## src/rtl/wm8731_pkg.sv

```systemverilog
// Shared types and constants for the WM8731 I2C init sequencer.
// Latency: n/a (declarations only).
// Backpressure: n/a.
package wm8731_pkg;

  typedef enum logic [2:0] {
    ST_IDLE, ST_FETCH, ST_START, ST_BIT, ST_STOP, ST_GAP, ST_DONE, ST_ERROR
  } state_e;

  localparam logic [6:0] REG_LINVOL = 7'h00;
  localparam logic [6:0] REG_RINVOL = 7'h01;
  localparam logic [6:0] REG_LHPOUT = 7'h02;
  localparam logic [6:0] REG_RHPOUT = 7'h03;
  localparam logic [6:0] REG_APANA  = 7'h04;
  localparam logic [6:0] REG_APDIG  = 7'h05;
  localparam logic [6:0] REG_PWR    = 7'h06;
  localparam logic [6:0] REG_IFACE  = 7'h07;
  localparam logic [6:0] REG_SRATE  = 7'h08;
  localparam logic [6:0] REG_ACTIVE = 7'h09;
  localparam logic [6:0] REG_RESET  = 7'h0F;

  localparam int INIT_LEN = 11;

  // Table word layout: {reg_addr[6:0], data[8:0]}.
  function automatic logic [15:0] cfg_word(input logic [6:0] ra, input logic [8:0] d);
    return {ra, d};
  endfunction

  // Default init table, fed to the sequencer's cfg_data by the board top.
  function automatic logic [15:0] init_word(input int unsigned i);
    case (i)
      0:       return cfg_word(REG_RESET,  9'h000);
      1:       return cfg_word(REG_PWR,    9'h000);
      2:       return cfg_word(REG_LINVOL, 9'h017);
      3:       return cfg_word(REG_RINVOL, 9'h017);
      4:       return cfg_word(REG_LHPOUT, 9'h079);
      5:       return cfg_word(REG_RHPOUT, 9'h079);
      6:       return cfg_word(REG_APANA,  9'h012);
      7:       return cfg_word(REG_APDIG,  9'h000);
      8:       return cfg_word(REG_IFACE,  9'h00A);
      9:       return cfg_word(REG_SRATE,  9'h000);
      default: return cfg_word(REG_ACTIVE, 9'h001);
    endcase
  endfunction

endpackage

```

## src/rtl/i2c_phase_timer.sv

```systemverilog
// Quarter-period counter plus phase index for the I2C sequencer.
// Latency: tc_o asserts on the last cycle of each CLK_DIV-cycle quarter.
// Backpressure: hold_i freezes the counter (clock stretching); clr_i restarts at phase 0.
module i2c_phase_timer #(
  parameter int CLK_DIV = 250,
  parameter int PH_W    = 2
) (
  input  logic            clk,
  input  logic            rstn,
  input  logic            clr_i,
  input  logic            hold_i,
  output logic            tc_o,
  output logic [PH_W-1:0] ph_o
);

  localparam int CW = $clog2(CLK_DIV);

  logic [CW-1:0]   cnt_q, cnt_d;
  logic [PH_W-1:0] ph_q, ph_d;

  assign tc_o = (cnt_q == CW'(CLK_DIV - 1)) && !hold_i;
  assign ph_o = ph_q;

  // Next count: clear wins, terminal count advances the phase, hold freezes.
  always_comb begin
    cnt_d = cnt_q;
    ph_d  = ph_q;
    if (clr_i) begin
      cnt_d = '0;
      ph_d  = '0;
    end else if (tc_o) begin
      cnt_d = '0;
      ph_d  = ph_q + PH_W'(1);
    end else if (!hold_i) begin
      cnt_d = cnt_q + CW'(1);
    end
  end

  // Counter registers.
  always_ff @(posedge clk or negedge rstn) begin
    if (!rstn) begin
      cnt_q <= '0;
      ph_q  <= '0;
    end else begin
      cnt_q <= cnt_d;
      ph_q  <= ph_d;
    end
  end

endmodule

```

## src/rtl/wm8731_i2c_init.sv

```systemverilog
// WM8731 register-init sequencer: writes NUM_REGS table words as 3-byte I2C writes, retrying on NACK.
// Latency: one ACKed write takes 2 + (2 + 108 + 3 + GAP_Q) * CLK_DIV cycles; done/error one cycle later.
// Backpressure: I2C_CLOCK_STRETCH_EN holds SCL-high quarters while a slave keeps SCL low; else fixed timing.
module wm8731_i2c_init
  import wm8731_pkg::*;
#(
  parameter int         NUM_REGS  = 11,
  parameter int         CLK_DIV   = 250,
  parameter logic [6:0] DEV_ADDR  = 7'h1A,
  parameter int         MAX_RETRY = 3,
  parameter int         GAP_Q     = 4,
  localparam int        IDX_W     = (NUM_REGS > 1) ? $clog2(NUM_REGS) : 1
) (
  input  logic             clk,
  input  logic             rstn,
  input  logic             start,
  output logic             busy,
  output logic             done,
  output logic             error,
  output logic [IDX_W-1:0] cfg_idx,
  input  logic [15:0]      cfg_data,
  input  logic             i2c_scl_i,
  output logic             i2c_scl_o,
  output logic             i2c_scl_t,
  input  logic             i2c_sda_i,
  output logic             i2c_sda_o,
  output logic             i2c_sda_t
);

  localparam int RTY_W  = (MAX_RETRY > 0) ? $clog2(MAX_RETRY + 1) : 1;
  localparam int PH_MAX = (GAP_Q > 4) ? GAP_Q : 4;
  localparam int PH_W   = $clog2(PH_MAX);

  state_e           state_q, state_d;
  logic             fcyc_q, fcyc_d;
  logic [IDX_W-1:0] idx_q, idx_d;
  logic [RTY_W-1:0] rty_q, rty_d;
  logic [23:0]      sh_q, sh_d;
  logic [3:0]       pos_q, pos_d;
  logic [1:0]       byte_q, byte_d;
  logic             nack_q, nack_d;
  logic             busy_q, busy_d, done_q, done_d, error_q, error_d;
  logic             scl_t, sda_t;

  logic             tc, timed, ph_done, tmr_clr, hold;
  logic [PH_W-1:0]  ph, last_ph;

  i2c_phase_timer #(.CLK_DIV(CLK_DIV), .PH_W(PH_W)) u_timer (
    .clk    (clk),
    .rstn   (rstn),
    .clr_i  (tmr_clr),
    .hold_i (hold),
    .tc_o   (tc),
    .ph_o   (ph)
  );

`ifdef I2C_CLOCK_STRETCH_EN
  assign hold = ((state_q == ST_BIT) || (state_q == ST_STOP)) && (ph == PH_W'(1)) && !i2c_scl_i;
`else
  logic unused_scl;
  assign unused_scl = i2c_scl_i;
  assign hold       = 1'b0;
`endif

  // Final quarter of each timed state; the timer restarts at phase 0 after it.
  always_comb begin
    last_ph = PH_W'(GAP_Q - 1);
    timed   = 1'b1;
    case (state_q)
      ST_START: last_ph = PH_W'(1);
      ST_BIT:   last_ph = PH_W'(3);
      ST_STOP:  last_ph = PH_W'(2);
      ST_GAP:   last_ph = PH_W'(GAP_Q - 1);
      default:  timed   = 1'b0;
    endcase
  end

  assign ph_done = tc && (ph == last_ph);
  assign tmr_clr = !timed || ph_done;

  // Sequencer next-state and open-drain line decode.
  always_comb begin
    state_d = state_q;
    fcyc_d  = 1'b0;
    idx_d   = idx_q;
    rty_d   = rty_q;
    sh_d    = sh_q;
    pos_d   = pos_q;
    byte_d  = byte_q;
    nack_d  = nack_q;
    busy_d  = busy_q;
    done_d  = done_q;
    error_d = error_q;
    scl_t   = 1'b1;
    sda_t   = 1'b1;
    unique case (state_q)
      ST_IDLE: if (start) begin
        state_d = ST_FETCH;
        idx_d   = '0;
        rty_d   = '0;
        busy_d  = 1'b1;
        done_d  = 1'b0;
        error_d = 1'b0;
      end
      ST_FETCH: begin
        // Cycle 0 presents cfg_idx; the table answers one cycle later.
        fcyc_d = !fcyc_q;
        nack_d = 1'b0;
        pos_d  = '0;
        byte_d = '0;
        if (fcyc_q) begin
          sh_d    = {DEV_ADDR, 1'b0, cfg_data};
          state_d = ST_START;
        end
      end
      ST_START: begin
        sda_t = 1'b0;
        scl_t = (ph == PH_W'(0));
        if (ph_done) state_d = ST_BIT;
      end
      ST_BIT: begin
        scl_t = (ph == PH_W'(1)) || (ph == PH_W'(2));
        sda_t = (pos_q == 4'd8) ? 1'b1 : sh_q[23];
        if (tc && (ph == PH_W'(2)) && (pos_q == 4'd8)) nack_d = i2c_sda_i;
        if (ph_done) begin
          if (pos_q == 4'd8) begin
            pos_d  = '0;
            byte_d = byte_q + 2'd1;
            if (nack_q || (byte_q == 2'd2)) state_d = ST_STOP;
          end else begin
            pos_d = pos_q + 4'd1;
            sh_d  = {sh_q[22:0], 1'b0};
          end
        end
      end
      ST_STOP: begin
        scl_t = (ph != PH_W'(0));
        sda_t = (ph == PH_W'(2));
        if (ph_done) state_d = ST_GAP;
      end
      ST_GAP: if (ph_done) begin
        if (!nack_q) begin
          rty_d = '0;
          if (idx_q == IDX_W'(NUM_REGS - 1)) begin
            state_d = ST_DONE;
          end else begin
            idx_d   = idx_q + IDX_W'(1);
            state_d = ST_FETCH;
          end
        end else if (rty_q < RTY_W'(MAX_RETRY)) begin
          rty_d   = rty_q + RTY_W'(1);
          state_d = ST_FETCH;
        end else begin
          state_d = ST_ERROR;
        end
      end
      ST_DONE: begin
        done_d  = 1'b1;
        busy_d  = 1'b0;
        state_d = ST_IDLE;
      end
      ST_ERROR: begin
        error_d = 1'b1;
        busy_d  = 1'b0;
        state_d = ST_IDLE;
      end
      default: state_d = ST_IDLE;
    endcase
  end

  // State registers; reset releases both lines at once through the decode above.
  always_ff @(posedge clk or negedge rstn) begin
    if (!rstn) begin
      state_q <= ST_IDLE;
      fcyc_q  <= 1'b0;
      idx_q   <= '0;
      rty_q   <= '0;
      sh_q    <= '0;
      pos_q   <= '0;
      byte_q  <= '0;
      nack_q  <= 1'b0;
      busy_q  <= 1'b0;
      done_q  <= 1'b0;
      error_q <= 1'b0;
    end else begin
      state_q <= state_d;
      fcyc_q  <= fcyc_d;
      idx_q   <= idx_d;
      rty_q   <= rty_d;
      sh_q    <= sh_d;
      pos_q   <= pos_d;
      byte_q  <= byte_d;
      nack_q  <= nack_d;
      busy_q  <= busy_d;
      done_q  <= done_d;
      error_q <= error_d;
    end
  end

  assign busy      = busy_q;
  assign done      = done_q;
  assign error     = error_q;
  assign cfg_idx   = idx_q;
  assign i2c_scl_o = 1'b0;
  assign i2c_sda_o = 1'b0;
  assign i2c_scl_t = scl_t;
  assign i2c_sda_t = sda_t;

endmodule

```

## config.mk

```make
export PLATFORM = sky130hd
export DESIGN_NAME = wm8731_i2c_init
export DESIGN_NICKNAME = d
export VERILOG_FILES = /design/src/rtl/wm8731_pkg.sv /design/src/rtl/i2c_phase_timer.sv /design/src/rtl/wm8731_i2c_init.sv
export SDC_FILE = /design/constraint.sdc
export NUM_CORES = 1
export LEC_CHECK = 0
export CORE_AREA = 2 2 72 74
export CTS_CLUSTER_SIZE = 40
export DETAILED_ROUTE_END_ITERATION = 8
export DIE_AREA = 0 0 74 76
export HOLD_SLACK_MARGIN = 0.03
export PLACE_DENSITY_LB_ADDON = 0.2
export SLEW_MARGIN = 15
export SYNTH_ARGS = -nofsm -noshare
export SYNTH_HDL_FRONTEND = slang
export SYNTH_SLANG_ARGS = --single-unit
```

## constraint.sdc

```tcl
create_clock -name clk -period 3.5 [get_ports clk]
set_input_delay 0.525 -clock clk [delete_from_list [all_inputs] [get_ports clk]]
set_output_delay 0.525 -clock clk [all_outputs]
set_load 0.005 [all_outputs]
```

Word-level counts from Yosys, hierarchy flattened
Index checks and enable logic that the tools add are counted.

storage, ports and cells
  output and inout bits = 11
  bits of input ports = 21
  logic and storage cells = 125
  flip-flop bits (word level) = 54

cells by class
  equality and inequality tests = 27
  reduce and logical (&&, ||, !) cells = 29
  order comparisons = 1
  multiplexer cells = 49
  add/subtract/negate cells = 6

operators with widths
  cell                                                                    number
  24-bit two-way mux                                                      3
  24-bit one-hot mux with 2 select lines                                  1
  3-bit two-way mux                                                       11
  4-bit two-way mux                                                       6
  2-bit inequality test (second input constant)                           12
  3-bit one-hot mux with 7 select lines                                   1
  2-bit two-way mux                                                       8
  8-bit two-way mux                                                       2
  4-bit one-hot mux with 2 select lines                                   2
  2-bit nonzero test                                                      7
  3-bit equality test (second input constant)                             4
  2-bit one-hot mux with 2 select lines                                   3
  2-bit AND reduction                                                     5
  4-bit by 1-bit adder with 4-bit output (second input constant)          2
  8-bit by 1-bit adder with 8-bit output (second input constant)          1
  4-bit equality test (second input constant)                             2
  8-bit equality test (second input constant)                             1
  1-bit one-hot mux with 2 select lines                                   4
  4-bit AND reduction                                                     2
  8-bit AND reduction                                                     1
  2-bit by 1-bit adder with 2-bit output (second input constant)          3
  3-bit by 2-bit equality test with 1-bit output (second input constant)  2
  1-bit two-way mux                                                       6
  1-bit one-hot mux with 3 select lines                                   2
  15 further kinds                                                        21

Longest topological paths before layout
  depth after elaboration = 6
  depth in mapped cells = 8

By module
Synthesis repeated with hierarchy kept, for this count alone.

second synthesis, totals
  cell total of the unflattened synthesis = 322
  area total of the unflattened synthesis = 3079.2 um^2

modules (own cells, without submodules)
  module           seq. area each (um^2)  instances  area an instance (um^2)  cells each
  wm8731_i2c_init  1101.1                 1          2492.4                   260
  i2c_phase_timer  250.2                  1          586.8                    62

Worst setup path after synthesis
Ideal clock, no wire load.

  path type = register -> register
  start point = register u_timer.ph_q[1], in the netlist u_timer.ph_o[1]
  end point = register rty_q[0]
  path slack = 1602 ps
  path buffers = 1
  cell stages (with the launch flop) = 7
  period minus slack after synthesis = 1898 ps
  data arrival time = 1773 ps
  setup time = 125 ps
  cells stage by stage = dfrtp_1 -> and2_1 -> a311o_2 -> and3_1 -> buf_2 -> and4_1 -> mux2_2

on the way
  longest elaborated chain between the ends = 4

RTL lines
  element                                 RTL line                source
  from (decl)                             i2c_phase_timer.sv:19   logic [PH_W-1:0] ph_q, ph_d;
  from (signal assigned)                  i2c_phase_timer.sv:46   ph_q <= ph_d;
  2-bit equality test                     wm8731_i2c_init.sv:78   assign ph_done = tc && (ph == last_ph);
  1-bit logical AND                       wm8731_i2c_init.sv:78
  2-bit inequality test (no source line)  n/a
  4-bit AND reduction (no source line)    n/a
  to (signal assigned)                    wm8731_i2c_init.sv:189  rty_q <= rty_d;
  to (decl)                               wm8731_i2c_init.sv:37   logic [RTY_W-1:0] rty_q, rty_d;

Every way passes these cells.
A chain may end at the register's enable or synchronous reset.

Final worst setup path
  start point = register state_q[2]
  end point = output i2c_sda_t

on the way
  longest elaborated chain between the ends = 2

RTL lines
  element                                                                                RTL line                source
  from (decl)                                                                            wm8731_i2c_init.sv:34   state_e state_q, state_d;
  from (signal assigned)                                                                 wm8731_i2c_init.sv:186  state_q <= state_d;
  3-bit equality test or 3-bit by 2-bit equality test with 1-bit output (tied branches)  wm8731_i2c_init.sv:96   unique case (state_q)
  1-bit one-hot mux with 3 select lines (*)                                              wm8731_i2c_init.sv:96
  to (decl)                                                                              wm8731_i2c_init.sv:27   output logic i2c_sda_t

Mark *: on every way between the ends. The rest lies on a longest branch, timed or not.

==> impl_metrics.toml <==
[clock_tree]
cts-root-buf = "clkbuf_8"
hold_buffers = 0
cts_tree = "done"
cts_buffers = 5
cts_setup_buffers = 0
clock-sinks = 54
cts_buffer_depth = 2
clkTransAtPathRegs_ns = 0.10
worstSkewPairLatency_ns = 0.31
cts_resized = 0
htreeDepth = 2

[setup_path]
r2r_setup_slack_ns = 0.91
slowest_delay_ns = 0.71
path_cells = "clkinv_1, nor4_1, a21oi_1, clkdlybuf4s50_1"
cpMaxStageDelayCell = "dfrtp_1"
worst_ep_required_time_ns = 2.97
setup.worst_path.start_class = "flip-flop"
critPathCaptureType = "output pin"
path_delay_family = "buffers and inverters"
arrival_ns = 2.25
path_buf_inv = 2
worstSetupPathType = "flip-flop to output pin"
critPathMaxFanout = 17

[placement]
io_buffer_count = 28
place_hpwl_um = 3773
routabilityCongestion = 0.8160
dp.cells = 362
place_ws_ns = 0.9784

[sta]
fin_skew_ns = 0.009387
period_needed_ns = 2.773
report.final.slew_viol_count = 0
max-slew-margin-rel = 0.5235
rsz0062_at_grt = "false"
tightest_slew_ns = 0.7148
setup_viol = 0
hold_slack_ns = 0.2634
max_freq_mhz = 360.6
tns_ns = 0
worst_slack_ns = 0.7271
period_share = 0.7923
hold_viol = 0

[pwr]
p_int_mw = 1.222
power_switching_uw = 569.3
irDropWorstVdd_mv = 0.3791
power.share.clock = 0.234
power_density_mw_per_mm2 = 549.7
switching_share = 0.3179
power.leakage_nw = 1.447
seqPwrFrac = 0.502
p_comb_frac = 0.263

[layout]
ff_latch_area_mm2 = 0.001351
drive_gt1_frac = 0.08000
multi_input_area_mm2 = 0.001341
area_growth_syn_to_layout_pct = 14.81
layout.cells.non_filler = 370
nNetsFinal = 330
fillers = 396
diodes = 0

[synthesis]
seq_area_frac_synth = 0.4762
yosys_register_bits = 54
synth_top_area_share = 0.4762
synthTopCellsByCount = "dfrtp_1, nor2_1, and3_1"
yosysTopAreaCell = "dfrtp_1"
syn_area_mm2 = 0.002838
synth_edf_count = 0
syn_inst = 275
ys_top_cells_by_area = "dfrtp_1, a221o_1, ha_1"
yosysMostFrequentCell = "dfrtp_1"
synth_async_sr_flop_share = 1.000
synth_ff_type = "dfrtp_1"
yosys_warnings = 0
ys_types = 58
avgSynthCellArea_um2 = 10.32

[grt]
antenna_found_initial = 0
grt_pass1_wl_um = 9591
overflow = 0
grt_max_degree = 34
grt_pass1_vias = 2034
grt_use_total = 0.2149

[die]
rows = 26
die_y_um = 76
coreArea_mm2 = 0.004912
num_io_pins = 32
die_w_um = 74
die_area_mm2 = 0.005624
start_util = 0.5777

[outcome]
status = "completed"

[detailed_routing]
via_count = 2168
drc = 0
drt-met1-wl_um = 2690
wl_per_cell_um = 14.70
met3WireLength_um = 175
drt-initial-drc-count = 153
ant_nets = 0
wl_met2_um = 2535
top_layer = "met4"
vias_per_cell = 5.859
dr.pass1.iters = 4
routed_wl_um = 5440

[job]
cap_violations = 0

[hold_path]
hp-class = "input pin to asynchronous set/reset pin"
==> layout by cell type, fill, tap and decap left out, types with 6 or more instances in the layout <==
| cell | Yosys | layout |
|---|---|---|
| dfrtp_1 | 54 | 54 |
| clkdlybuf4s50_1 | 0 | 27 |
| nor2_1 | 24 | 24 |
| and3_1 | 18 | 18 |
| inv_1 | 15 | 15 |
| a221o_1 | 15 | 15 |
| nand2_1 | 12 | 12 |
| a21oi_1 | 12 | 12 |
| nand3_1 | 10 | 10 |
| ha_1 | 10 | 10 |
| o21ai_0 | 8 | 8 |
| a22o_1 | 8 | 8 |
| xnor2_1 | 6 | 6 |
==> path summary, 6_finish.rpt <==
kind,end,from,cells past startpoint
worst max-delay path,i2c_sda_t,state_q[2],4
worst min-delay path,u_timer.cnt_q[6],rstn,1
worst max register to register,sh_q[9],state_q[0],5
worst min register to register,fcyc_q,fcyc_q,1
max in group asynchronous,sh_q[13],rstn,2
min in group clk,fcyc_q,fcyc_q,1
==> sequential cells by signal (all words and copies together), names as in the netlist <==
signal and count:
pos_q 4, busy 1, state_q 3, u_timer.ph_o 2
u_timer.cnt_q 8, byte_q 2, rty_q 2, sh_q 24
done 1, cfg_idx 4, fcyc_q 1, nack_q 1
error 1
==> metal layers <==
| layer | vias up | track usage |
|---|---|---|
| met5 | - | 0 |
| met4 | 0 | 0.04364 |
| met3 | 4 | 0.04101 |
| met2 | 36 | 0.3188 |
| met1 | 1073 | 0.3304 |
| li1 | 1055 | - |
==> area by class of cell <==
| class | instances | area share |
|---|---|---|
| inverters | 16 | 0.01843 |
| clock inverters | 3 | 0.01344 |
| clock buffers | 5 | 0.02112 |
| multi-input cells | 190 | 0.4117 |
| well taps | 70 | 0.02688 |
| repair buffers | 32 | 0.09370 |
| flip-flops and latches | 54 | 0.4147 |
==> logic make-up (layout without fill, tap and decap cells) <==
kind of cell | count (synthesis) | count (layout) | share of synthesized area
adders and majority gates | 10 | 10 | 0.04409
muxes | 6 | 6 | 0.02161
other | 1 | 2 | 0.001321
DFF | 54 | 54 | 0.4762
AOI/OAI and AO/OA | 66 | 66 | 0.1826
xor gates and xnor gates | 8 | 8 | 0.02469
buffers and inverters | 32 | 56 | 0.05246
and+or+nand+nor | 98 | 98 | 0.1971
==> metrics by stage <==
stage / power (mW) / instance area [um^2] / util
global placement: 1.365 / 3146 / 0.6403
floorplan: 1.240 / 2841 / -
finish: 1.791 / 3258 / 0.6633
detailed placement: 1.380 / 3146 / 0.6403
CTS: 1.804 / 3258 / 0.6633
global route: 1.922 / 3258 / 0.6633
==> power by group through the flow <==
| stage | sequential (mW) | clock [mW] | combinational (mW) |
|---|---|---|---|
| CTS | 0.898 | 0.430 | 0.476 |
| global route | 0.923 | 0.464 | 0.536 |
| global placement | 0.905 | 0 | 0.461 |
| finish | 0.900 | 0.419 | 0.472 |
| detailed placement | 0.905 | 0 | 0.474 |
| floorplan | 0.833 | 0 | 0.407 |
Power figures use the tool's default switching activity.
